[src/rtl/pipe_stage_elastic_pkg.sv]
// rtl/pipe_stage_elastic_pkg.sv - shared encodings for the elastic pipeline stage and ID/EX payload layout
package pipe_stage_elastic_pkg;

    // Occupancy doubles as the stage state encoding.
    typedef enum logic [1:0] {
        OCC_EMPTY = 2'd0,
        OCC_ONE   = 2'd1,
        OCC_FULL  = 2'd2
    } occ_e;

    // NOP encodings shared with the decoder.
    localparam logic [7:0]  EXE_NOP_OP     = 8'b0000_0000;
    localparam logic [2:0]  EXE_RES_NOP    = 3'b000;
    localparam logic [4:0]  NOPRegAddr     = 5'b00000;
    localparam logic [31:0] ZeroWord       = 32'h0000_0000;
    localparam logic        WriteDisable   = 1'b0;

    // Delay-slot flags.
    localparam logic        InDelaySlot    = 1'b1;
    localparam logic        NotInDelaySlot = 1'b0;

    // ID/EX payload field widths.
    localparam int IDEX_ALUOP_W  = 8;
    localparam int IDEX_ALUSEL_W = 3;
    localparam int IDEX_REG_W    = 32;
    localparam int IDEX_WD_W     = 5;
    localparam int IDEX_WREG_W   = 1;
    localparam int IDEX_LINK_W   = 32;
    localparam int IDEX_DS_W     = 1;

    // ID/EX payload field offsets (LSB of each field), packed from in_delayslot upward.
    localparam int IDEX_DS_LSB     = 0;
    localparam int IDEX_LINK_LSB   = IDEX_DS_LSB     + IDEX_DS_W;
    localparam int IDEX_WREG_LSB   = IDEX_LINK_LSB   + IDEX_LINK_W;
    localparam int IDEX_WD_LSB     = IDEX_WREG_LSB   + IDEX_WREG_W;
    localparam int IDEX_REG2_LSB   = IDEX_WD_LSB     + IDEX_WD_W;
    localparam int IDEX_REG1_LSB   = IDEX_REG2_LSB   + IDEX_REG_W;
    localparam int IDEX_ALUSEL_LSB = IDEX_REG1_LSB   + IDEX_REG_W;
    localparam int IDEX_ALUOP_LSB  = IDEX_ALUSEL_LSB + IDEX_ALUSEL_W;
    localparam int IDEX_W          = IDEX_ALUOP_LSB  + IDEX_ALUOP_W;

    localparam logic [IDEX_W-1:0] IDEX_NOP = {EXE_NOP_OP, EXE_RES_NOP, ZeroWord, ZeroWord,
                                              NOPRegAddr, WriteDisable, ZeroWord, NotInDelaySlot};

endpackage

[src/rtl/id_ex_elastic.sv]
// rtl/id_ex_elastic.sv - ID/EX wrapper packing named fields around one elastic stage
//
// Ports:
//   clk, rst, i_flush                    clock, synchronous active-high reset, flush
//   i_id_valid/o_id_ready, i_id_*        decode-side handshake and fields
//   o_ex_valid/i_ex_ready, o_ex_*        execute-side handshake and fields (NOP fields when empty)
//   i_next_in_ds/o_next_in_ds            next-instruction-in-delay-slot flag in/out
//   o_bubble_cnt, o_occupancy            stage statistics
module id_ex_elastic
    import pipe_stage_elastic_pkg::*;
(
    input  logic        clk,
    input  logic        rst,
    input  logic        i_flush,
    input  logic        i_id_valid,
    output logic        o_id_ready,
    input  logic [7:0]  i_id_aluop,
    input  logic [2:0]  i_id_alusel,
    input  logic [31:0] i_id_reg1,
    input  logic [31:0] i_id_reg2,
    input  logic [4:0]  i_id_wd,
    input  logic        i_id_wreg,
    input  logic [31:0] i_id_link,
    input  logic        i_id_in_ds,
    input  logic        i_next_in_ds,
    output logic        o_ex_valid,
    input  logic        i_ex_ready,
    output logic [7:0]  o_ex_aluop,
    output logic [2:0]  o_ex_alusel,
    output logic [31:0] o_ex_reg1,
    output logic [31:0] o_ex_reg2,
    output logic [4:0]  o_ex_wd,
    output logic        o_ex_wreg,
    output logic [31:0] o_ex_link,
    output logic        o_ex_in_ds,
    output logic        o_next_in_ds,
    output logic [15:0] o_bubble_cnt,
    output logic [1:0]  o_occupancy
);

    logic [IDEX_W-1:0] w_in_data;
    logic [IDEX_W-1:0] w_out_data;

    assign w_in_data = {i_id_aluop, i_id_alusel, i_id_reg1, i_id_reg2,
                        i_id_wd, i_id_wreg, i_id_link, i_id_in_ds};

    assign o_ex_aluop  = w_out_data[IDEX_ALUOP_LSB  +: IDEX_ALUOP_W];
    assign o_ex_alusel = w_out_data[IDEX_ALUSEL_LSB +: IDEX_ALUSEL_W];
    assign o_ex_reg1   = w_out_data[IDEX_REG1_LSB   +: IDEX_REG_W];
    assign o_ex_reg2   = w_out_data[IDEX_REG2_LSB   +: IDEX_REG_W];
    assign o_ex_wd     = w_out_data[IDEX_WD_LSB     +: IDEX_WD_W];
    assign o_ex_wreg   = w_out_data[IDEX_WREG_LSB];
    assign o_ex_link   = w_out_data[IDEX_LINK_LSB   +: IDEX_LINK_W];
    assign o_ex_in_ds  = w_out_data[IDEX_DS_LSB];

    pipe_stage_elastic #(
        .DATA_W    (IDEX_W),
        .NOP_VALUE (128'(IDEX_NOP)),
        .CNT_W     (16)
    ) u_stage (
        .clk        (clk),
        .rst        (rst),
        .flush      (i_flush),
        .in_valid   (i_id_valid),
        .in_ready   (o_id_ready),
        .in_data    (w_in_data),
        .in_ds_next (i_next_in_ds),
        .out_valid  (o_ex_valid),
        .out_ready  (i_ex_ready),
        .out_data   (w_out_data),
        .ds_next_o  (o_next_in_ds),
        .bubble_cnt (o_bubble_cnt),
        .occupancy  (o_occupancy)
    );

endmodule

[src/rtl/pipe_stage_elastic.sv]
// rtl/pipe_stage_elastic.sv - elastic valid/ready pipeline register with 2-entry skid buffer
//
// Ports:
//   clk, rst        clock, synchronous active-high reset
//   flush           kills all held entries and clears the delay-slot sideband
//   in_valid/in_ready/in_data/in_ds_next   upstream handshake, payload, delay-slot flag
//   out_valid/out_ready/out_data           downstream handshake, head payload (NOP when empty)
//   ds_next_o       last accepted in_ds_next
//   bubble_cnt      saturating count of cycles downstream was ready but the stage empty
//   occupancy       number of valid entries 0..2
module pipe_stage_elastic
    import pipe_stage_elastic_pkg::*;
#(
    parameter int           DATA_W    = 114,
    parameter logic [127:0] NOP_VALUE = 128'h0,
    parameter int           CNT_W     = 16
) (
    input  logic              clk,
    input  logic              rst,
    input  logic              flush,
    input  logic              in_valid,
    output logic              in_ready,
    input  logic [DATA_W-1:0] in_data,
    input  logic              in_ds_next,
    output logic              out_valid,
    input  logic              out_ready,
    output logic [DATA_W-1:0] out_data,
    output logic              ds_next_o,
    output logic [CNT_W-1:0]  bubble_cnt,
    output logic [1:0]        occupancy
);

    localparam logic [DATA_W-1:0] NOP = DATA_W'(NOP_VALUE);

    occ_e              r_state;
    occ_e              w_state_nxt;
    logic [DATA_W-1:0] r_head_data;
    logic [DATA_W-1:0] r_skid_data;
    logic              r_ds_next;
    logic [CNT_W-1:0]  r_bubble;

    logic              w_accept;
    logic              w_drain;
    logic              w_head_load;
    logic [DATA_W-1:0] w_head_nxt;
    logic              w_skid_load;
    logic [DATA_W-1:0] w_skid_nxt;

    // in_ready comes only from the state register, so there is no path from out_ready.
    assign in_ready   = (r_state != OCC_FULL);
    assign out_valid  = (r_state != OCC_EMPTY);
    assign out_data   = r_head_data;
    assign occupancy  = r_state;
    assign ds_next_o  = r_ds_next;
    assign bubble_cnt = r_bubble;

    assign w_accept = in_valid & in_ready & ~flush;
    assign w_drain  = out_valid & out_ready & ~flush;

    always_ff @(posedge clk) begin
        if (rst) begin
            r_state <= OCC_EMPTY;
        end else begin
            r_state <= w_state_nxt;
        end
    end

    always_comb begin
        w_state_nxt = r_state;
        w_head_load = 1'b0;
        w_head_nxt  = NOP;
        w_skid_load = 1'b0;
        w_skid_nxt  = NOP;
        case (r_state)
            OCC_EMPTY: begin
                if (w_accept) begin
                    w_state_nxt = OCC_ONE;
                    w_head_load = 1'b1;
                    w_head_nxt  = in_data;
                end
            end
            OCC_ONE: begin
                if (w_accept && w_drain) begin
                    w_head_load = 1'b1;
                    w_head_nxt  = in_data;
                end else if (w_accept) begin
                    w_state_nxt = OCC_FULL;
                    w_skid_load = 1'b1;
                    w_skid_nxt  = in_data;
                end else if (w_drain) begin
                    // Head returns to NOP so out_data needs no output mux.
                    w_state_nxt = OCC_EMPTY;
                    w_head_load = 1'b1;
                end
            end
            OCC_FULL: begin
                if (w_drain) begin
                    w_state_nxt = OCC_ONE;
                    w_head_load = 1'b1;
                    w_head_nxt  = r_skid_data;
                    w_skid_load = 1'b1;
                end
            end
            default: begin
                w_state_nxt = OCC_EMPTY;
                w_head_load = 1'b1;
                w_skid_load = 1'b1;
            end
        endcase
        if (flush) begin
            w_state_nxt = OCC_EMPTY;
            w_head_load = 1'b1;
            w_head_nxt  = NOP;
            w_skid_load = 1'b1;
            w_skid_nxt  = NOP;
        end
    end

    always_ff @(posedge clk) begin
        if (rst) begin
            r_head_data <= NOP;
            r_skid_data <= NOP;
        end else begin
            if (w_head_load) begin
                r_head_data <= w_head_nxt;
            end
            if (w_skid_load) begin
                r_skid_data <= w_skid_nxt;
            end
        end
    end

    // Sideband survives bubbles; only an accept, flush or reset changes it.
    always_ff @(posedge clk) begin
        if (rst || flush) begin
            r_ds_next <= 1'b0;
        end else if (w_accept) begin
            r_ds_next <= in_ds_next;
        end
    end

    // Flush does not clear the counter; it only suppresses counting in its cycle.
    always_ff @(posedge clk) begin
        if (rst) begin
            r_bubble <= '0;
        end else if (out_ready && !out_valid && !flush && (r_bubble != {CNT_W{1'b1}})) begin
            r_bubble <= r_bubble + CNT_W'(1);
        end
    end

endmodule

[config.mk]
export PLATFORM = sky130hd
export DESIGN_NAME = id_ex_elastic
export DESIGN_NICKNAME = d
export VERILOG_FILES = /design/src/rtl/pipe_stage_elastic_pkg.sv /design/src/rtl/id_ex_elastic.sv /design/src/rtl/pipe_stage_elastic.sv
export SDC_FILE = /design/constraint.sdc
export NUM_CORES = 1
export LEC_CHECK = 0
export ABC_CLOCK_PERIOD_IN_PS = 4280
export CORE_ASPECT_RATIO = 0.8
export CORE_MARGIN = 2
export CORE_UTILIZATION = 39
export DETAILED_ROUTE_END_ITERATION = 7
export GPL_ROUTABILITY_DRIVEN = 1
export PLACE_DENSITY_LB_ADDON = 0.2
export SLEW_MARGIN = 0
export SYNTH_ARGS = -nofsm -noshare
export SYNTH_HDL_FRONTEND = slang
export SYNTH_SLANG_ARGS = --single-unit
export TNS_END_PERCENT = 5
[constraint.sdc]
create_clock -name clk -period 4.28 [get_ports clk]
set_input_delay 0.856 -clock clk [delete_from_list [all_inputs] [get_ports clk]]
set_output_delay 0.856 -clock clk [all_outputs]
set_load 0.03 [all_outputs]
==> results.toml <==
[detailed_routing]
drt_iter0_drc = 776
drt-total-wl_um = 29700
ant_nets = 0
dr_total_vias = 9032
vias_per_cell = 5.79
detail_route.wl_per_cell_um = 19.0
first_pass_iters = 5
drc_errors = 0

[flow_run]
drv_cap = 0

[hold_path]
hold_class = "reg -> reg"
hold_depth = 2
hp-start = "u_stage.r_skid_data[112]"
whs_endpoint = "u_stage.r_skid_data[112]"

[synthesis]
yosysTopAreaCellShare = 0.512
yosys.area.top_type = "dfxtp_1"
netlist_area_mm2 = 0.00965
ys_ff_latch = 247
yosys_most_used_dff = "dfxtp_1"
synth_fp_nets = 1163
seq_area_frac_synth = 0.512
ys_types = 41
async_flop_share = 0
netlist_top_cells_area = "dfxtp_1, nand3_1, a221o_1"
ys_warn_count = 0
avgSynthCellArea_um2 = 9.26
synthCells = 1042
synth_edf_count = 0

[sta]
rsz0062_at_grt = "no"
finalMaxSlewViolations = 0
fin_worst_skew_ps = 7.20
setup_tns_ps = 0
min_period_over_period = 0.719
hold_viol_final = 0
clock.fmax_mhz = 325
relSlewSlack = 0.511
setup_viol = 0
tightest_slew_ps = 734
post-route-min-period_ps = 3080

[floorplanning]
dieHeight_um = 145
die_x_um = 180
rows = 51
dieArea_mm2 = 0.0260
io_pins = 255
core_mm2 = 0.0243
start_util = 0.397

[cts]
htree_levels = 1
clockBufferDepth = 3
cts-buffers-inserted = 26
ctsResizeCount = 0
holdBufCountCts = 0
cts_sinks = 247
cts_tree = "done"
path_clk_slew_ps = 60
post_cts_buffers = 0
ctsRootBufferMaster = "clkbuf_16"
insertion_delay_ps = 520

[finish]
final_cell_area_mm2 = 0.0132
final_nets = 1343
final_core_util = 0.545
area_growth_pct = 37.2
final_common_cell = "clkdlybuf4s50_1"
final_cells = 1560
final_cell_mix = "clkdlybuf4s50_1, dfxtp_1, nand3_1"
drive_gt1_frac = 0.0620

[critical_path]
cp.arrival_ps = 2220
critPathKind = "reg -> out"
r2r_start = "u_stage.occupancy[1]"
reg2reg_depth = 4
worstPathMaxFanout = 12
r2r_end = "u_stage.bubble_cnt[15]"
cp-end-kind = "primary output"
r2r_slack_ps = 1900
required_ps = 3420
startpoint_type = "register"

[grt]
first_global_vias = 8243
grt_usage = 0.214
grt_max_degree = 105
grt_overflow_total = 0
grt_pass1_wl_um = 46200
grt_antenna_before_repair = 2

[place]
gp_congestion = 0.801
dpl_cell_area_mm2 = 0.0124
port_buffers = 254
dp.cells = 1512
dp_hpwl_um = 17100

[pwr]
leakage_nw = 4.88
peakVddDrop_uv = 258
powerDensity_mw_per_mm2 = 391

[run_status]
outcome = "complete, no violations"
-- cell families (layout without fill, tap and decap cells) --
| family | count (synthesis) | in the layout | synth area share |
|---|---|---|---|
| AOI/OAI and AO/OA | 258 | 258 | 0.197 |
| adders and majority gates | 1 | 1 | 0.00130 |
| buffers and inverters | 125 | 324 | 0.0504 |
| DFF | 247 | 247 | 0.512 |
| muxes | 8 | 8 | 0.00869 |
| other | 0 | 1 | 0 |
| and+or+nand+nor | 403 | 403 | 0.230 |
-- worst max path at each step --
stage | cells past startpoint | endpoint | startpoint
5_1_grt | 2 | o_id_ready | u_stage.occupancy[0]
4_1_cts | 2 | o_id_ready | u_stage.occupancy[0]
3_3_place_gp | 5 | u_stage.bubble_cnt[15] | i_ex_ready
2_1_floorplan | 6 | u_stage.bubble_cnt[15] | i_ex_ready
6_report | 2 | o_id_ready | u_stage.occupancy[0]
3_5_place_dp | 5 | u_stage.bubble_cnt[15] | i_ex_ready
-- synth_stat cells (all sizes together) (6+ instances only) --
cell type  instances
nor3               6
nor2               6
a221o            114
buf               11
o31ai              6
clkbuf           109
nand3            234
dfxtp            247
a21oi            126
nor4               6
and3             116
-- power breakdown --
part	total, mW	internal, mW	switching [mW]
sequential	2.38	2.35	0.0327
clock	2.26	1.33	0.926
combinational	0.542	0.231	0.311
total	5.18	3.91	1.27
-- worst max-delay path, cell delays in order (launching register included) --
cell	delay, ps
dfxtp_1	660
nand2b_1	330
clkdlybuf4s50_1	720
-- layout make-up --
type / count / area (µm²)
clock buffer: 38 / 787
clock inverter: 9 / 77.6
antenna: 1 / 2.50
fill: 2200 / 11100
sequential: 247 / 4940
timing repair buffer: 272 / 2740
multi-input combinational: 670 / 4280
inverter: 5 / 20.0
tap: 318 / 398
-- layer usage --
metal  part of all wire  global-route usage
met2               0.44               0.321
met1               0.47               0.310
met5                  0                   0
met3              0.065              0.0415
met4              0.026              0.0663
-- flip-flops by register name (all words and copies together), names as in the netlist --
signal / cells
u_stage.ds_next_o: 1
u_stage.occupancy: 2
u_stage.out_data: 114
u_stage.r_skid_data: 114
u_stage.bubble_cnt: 16
-- metrics by stage --
step	worst slack [ps]	hold WS, ps	total power [mW]
after detailed placement	871	455	2.97
after floorplan	1730	444	2.69
final	1200	462	5.18
after global placement	905	450	2.97
after global routing	1100	477	5.36
after CTS	1180	464	5.23
Power figures use the tool's default switching activity.
